### src/rtl/cpu_ipl_gen_pkg.sv
// cpu_ipl_gen_pkg: shared constants and ack FSM encoding for the CPU interrupt level generator.
package cpu_ipl_gen_pkg;
  localparam logic [2:0] IPL_NONE = 3'd0;
  localparam logic [2:0] IPL_NMI = 3'd7;
  localparam logic [1:0] REARM_SAMPLES = 2'd2;
  typedef enum logic [1:0] {IDLE, ACK, WAIT_END} ack_state_t;
endpackage

### src/rtl/cpu_ipl_gen_filter.sv
// ipl_filter: presents a level only after two equal consecutive samples; mask7 forces the sample straight through.
module ipl_filter
  import cpu_ipl_gen_pkg::*;
(
  input  logic       clk,
  input  logic       reset,
  input  logic       en,
  input  logic [2:0] d,
  input  logic       mask7,
  output logic [2:0] q
);
  logic [2:0] s_q, s_d, q_q, q_d;
  always_comb begin
    s_d = en ? d : s_q;
    q_d = en && (mask7 || d == s_q) ? d : q_q;
  end
  always_ff @(posedge clk or posedge reset) begin
    if (reset) begin
      s_q <= IPL_NONE;
      q_q <= IPL_NONE;
    end else begin
      s_q <= s_d;
      q_q <= q_d;
    end
  end
  assign q = q_q;
endmodule

### src/rtl/cpu_ipl_gen.sv
// cpu_ipl_gen: filtered interrupt priority to the CPU, acknowledge-cycle detection and level-7 rearm.
module cpu_ipl_gen
  import cpu_ipl_gen_pkg::*;
(
  input  logic        clk,
  input  logic        reset,
  input  logic        cpu_clk_en,
  input  logic [2:0]  int_level,
  input  logic        int7,
  input  logic [23:1] cpu_address,
  input  logic        _cpu_as,
  input  logic        cpu_rd,
  output logic [2:0]  _ipl,
  output logic        iack,
  output logic [2:0]  iack_level,
  output logic        spurious
);
  ack_state_t state_q, state_d;
  logic [2:0] lvl, cand, filt_d, ipl_q, ipl_d, iack_level_q, iack_level_d;
  logic [1:0] rearm_q, rearm_d;
  logic       iack_q, iack_d, spur_q, spur_d, detect, rearm_load, mask7;
  ipl_filter u_filter (
    .clk  (clk),
    .reset(reset),
    .en   (cpu_clk_en),
    .d    (filt_d),
    .mask7(mask7),
    .q    (lvl)
  );
  // While rearming, level 7 is hidden so the CPU later sees a fresh 7 edge
  always_comb begin
    detect       = &cpu_address[23:4] && !_cpu_as && cpu_rd;
    cand         = int7 ? IPL_NMI : int_level;
    rearm_load   = state_q == ACK && iack_level_q == IPL_NMI;
    mask7        = rearm_load || rearm_q != 2'd0;
    filt_d       = mask7 ? int_level : cand;
    ipl_d        = ~lvl;
    rearm_d      = rearm_load ? REARM_SAMPLES : (cpu_clk_en && rearm_q != 2'd0) ? rearm_q - 2'd1 : rearm_q;
    state_d      = state_q == IDLE ? (detect ? ACK : IDLE) : state_q == ACK ? WAIT_END : (_cpu_as ? IDLE : WAIT_END);
    iack_d       = state_q == IDLE && detect;
    iack_level_d = iack_d ? cpu_address[3:1] : iack_level_q;
    spur_d       = iack_d && cpu_address[3:1] != lvl;
  end
  always_ff @(posedge clk or posedge reset) begin
    if (reset) begin
      state_q      <= IDLE;
      ipl_q        <= 3'b111;
      rearm_q      <= 2'd0;
      iack_q       <= 1'b0;
      iack_level_q <= IPL_NONE;
      spur_q       <= 1'b0;
    end else begin
      state_q      <= state_d;
      ipl_q        <= ipl_d;
      rearm_q      <= rearm_d;
      iack_q       <= iack_d;
      iack_level_q <= iack_level_d;
      spur_q       <= spur_d;
    end
  end
  assign _ipl       = ipl_q;
  assign iack       = iack_q;
  assign iack_level = iack_level_q;
  assign spurious   = spur_q;
endmodule

### config.mk
export PLATFORM = sky130hd
export DESIGN_NAME = cpu_ipl_gen
export DESIGN_NICKNAME = d
export VERILOG_FILES = /design/src/rtl/cpu_ipl_gen_pkg.sv /design/src/rtl/cpu_ipl_gen_filter.sv /design/src/rtl/cpu_ipl_gen.sv
export SDC_FILE = /design/constraint.sdc
export NUM_CORES = 1
export LEC_CHECK = 0
export ABC_AREA = 1
export BUFFER_PORTS_ARGS = -buffer_cell sky130_fd_sc_hd__buf_2
export CORE_MARGIN = 5
export CORE_UTILIZATION = 45
export DETAILED_ROUTE_END_ITERATION = 10
export GPL_ROUTABILITY_DRIVEN = 0
export MAX_ROUTING_LAYER = met4
export PLACE_DENSITY = 0.77
export SLEW_MARGIN = 5
export SYNTH_ARGS = -nofsm -noshare
export SYNTH_HDL_FRONTEND = slang
export SYNTH_SLANG_ARGS = --single-unit
### constraint.sdc
create_clock -name clk -period 1.6 [get_ports clk]
set_clock_uncertainty 0.05 [all_clocks]
set_input_delay 0.24 -clock clk [delete_from_list [all_inputs] [get_ports clk]]
set_output_delay 0.24 -clock clk [all_outputs]
set_load 0.01 [all_outputs]
==> reports/metrics.cfg <==
[route]
routedWlPerCell_um = 11.3
antenna_left = 0
drt_first_pass_iters = 4
drt_iter0_drc = 5
via_per_inst = 4.88
drc = 0
vias = 869
totalWireLength_um = 2020

[placement]
hpwlAfterDp_um = 1640
port_buffers = 39
place_area_um2 = 1130

[final_layout]
fin_util = 0.608
syn2layout_area_growth_pct = 30.7
drive_gt1_frac = 0.411
stdcell_area_um2 = 1180
nets = 185
antennaDiodeCount = 0

[pwr]
p_leak_uw = 0.000671
ir_drop_mv = 0.774
powerDensity_nw_per_um2 = 1160

[timing]
period_share = 0.926
drv_slew = 0
min_period_ns = 1.48
fmax_ghz = 0.675
worst_slew_pin_slew_ns = 0.625
final_hold_viol_count = 0
slew_headroom = 0.583
rsz0062_at_grt = no
holdWs_ns = 0.112
setup-tns-final_ns = 0
setup_violations = 0

[worst_hold_path]
hp-class = in2reg

[logic_synthesis]
synth_seq_cells = 17
synth_cell_types = 24
postSynthCellCount = 108
ys_seq_area_frac = 0.475
yosysTopAreaCellShare = 0.388
synth_area_per_cell_um2 = 8.36
yosys.area.top_type = dfrtp_1
synth_nets = 141
syn-cell-area_um2 = 903
synthTopCellsByArea = dfrtp_1, nand2_1, dfstp_2, inv_1, nand3_1
ys_warn_count = 0

[flow_run]
maxCapViolCount = 0

[worst_setup_path]
crit_fanout = 4
critPathArrivalTime_ns = 1.62
cp_top_family = simple AND/OR/NAND/NOR gates
crit_top_cell = nand2_1
required_ns = 1.74
startpoint_type = register
max_stage_delay_ns = 0.39
worst-setup-path-type = reg2reg
cp.buffers_inverters = 3
path_cells = inv_1 > ha_4 > inv_2 > o21bai_2 > nand2_1 > nand3_1 > nand2_1 > inv_1 > nand3_2 > nand2_4 > nand3_1 > nand2_1
cp_slowest_cell = dfrtp_1
cp-end-kind = register

[clocking]
cts_tree = done
clockBufferDepth = 2
clk_pin_slew_worst_paths_ns = 0.10
cts.sinks = 17
cts-buffers-inserted = 3
cts-root-buf = clkbuf_4
htree_levels = 1
postCtsSetupBuffers = 0
clk_latency_ns = 0.28

[floorplanning]
dieWidth_um = 54.8
coreArea_um2 = 1940
fp-row-count = 16
io_pins = 40
initial_core_util = 0.465
dieArea_um2 = 3000
die_h_um = 54.8

[global_routing]
grt_pass1_wl_um = 3030
grt_antenna_before_repair = 0
grt.overflow.total = 0
grt_usage = 0.142
grt_pass1_vias = 809
grt_max_degree = 18

[outcome]
status = finished, final reports clean

cells by family (layout without fill, tap and decap cells):
| group | Yosys count | count (layout) | synth area share |
|---|---|---|---|
| flops | 17 | 17 | 0.475 |
| buf+inv | 23 | 66 | 0.0969 |
| compound gates | 15 | 15 | 0.0983 |
| fa+ha+maj | 1 | 1 | 0.0138 |
| simple gates | 52 | 52 | 0.316 |
metrics by stage:
step | instances | worst slack (ns) | total power [µW]
2_1_floorplan | 108 | 0.149 | 978
3_3_place_gp | 173 | 0.109 | 1090
3_5_place_dp | 173 | 0.0421 | 1120
4_1_cts | 178 | 0.0202 | 1340
5_1_grt | 178 | 0.00688 | 1490
6_report | 178 | 0.118 | 1370
metal layers:
metal	vias up	share of wire	global-route usage
met3	4	0.13	0.0191
met4	0	0.013	0.0622
met2	39	0.45	0.264
met1	390	0.41	0.147
met5	-	0	-
li1	436	-	-
registers in the layout, summed over array words and instances, names as in the netlist:
name / cells
u_filter.q: 3
spurious: 1
state_q: 1
iack_level: 3
rearm_q: 2
u_filter.s_q: 3
_ipl: 3
iack: 1
power by group:
group          total (µW)  internal [µW]  switching (µW)
clock network         226           92.8             133
registers             614            567            47.0
logic                 531            234             297
path summary, 6_finish.rpt:
path                               start         endpoint  slack (ns)  cells past startpoint
max                           rearm_q[1]    u_filter.q[2]        0.12                     12
min                              _cpu_as       state_q[1]        0.11                      2
max reg2reg                   rearm_q[1]    u_filter.q[2]        0.12                     12
min reg2reg                u_filter.q[1]          _ipl[1]        0.37                      1
max in group asynchronous          reset    iack_level[2]        0.58                      3
min in group asynchronous          reset  u_filter.s_q[1]        0.51                      3
Yosys cell counts:
| cell | count |
|---|---|
| nand2_4 | 3 |
| nor3_1 | 1 |
| buf_2 | 1 |
| nor2_1 | 3 |
| a22o_1 | 1 |
| ha_1 | 1 |
| inv_2 | 2 |
| o21bai_1 | 1 |
| nand3_1 | 9 |
| nand3_2 | 1 |
| nand4_1 | 6 |
| dfrtp_1 | 14 |
| o21ai_0 | 6 |
| nand2_2 | 4 |
| dfstp_2 | 3 |
| nor2_4 | 1 |
| nand3_4 | 1 |
| o22ai_1 | 2 |
| inv_1 | 20 |
| nand2_1 | 22 |
| a21oi_1 | 3 |
| a22oi_1 | 1 |
| a21o_1 | 1 |
| nor4_1 | 1 |
placed cells by master (no fill, tap or decap):
cell type	count
a21o_1	1
a21oi_1	3
a22o_1	1
a22oi_1	1
buf_2	39
clkbuf_4	3
clkinv_2	1
dfrtp_1	14
dfstp_2	3
dlygate4sd3_1	1
ha_4	1
inv_1	18
inv_2	4
nand2_1	22
nand2_2	4
nand2_4	3
nand3_1	9
nand3_2	1
nand3_4	1
nand4_1	6
nor2_1	3
nor2_4	1
nor3_1	1
nor4_1	1
o21ai_0	6
o21bai_2	1
o22ai_1	2
layout make-up:
class	count	area [µm²]
Tap cell	27	33.8
Timing Repair Buffer	40	205
Fill cell	184	761
Clock buffer	3	22.5
Multi-Input combinational cell	68	403
Sequential cell	17	429
Clock inverter	1	5.00
Inverter	22	82.6
timing repair:
item                                    4_1_cts  5_1_grt
hold endpoints to repair                     14        0
endpoints found under the setup margin        0        3
hold buffers                                  1        0
gates resized for setup                       0        5
No activity file was read; power rests on OpenSTA's default activity.
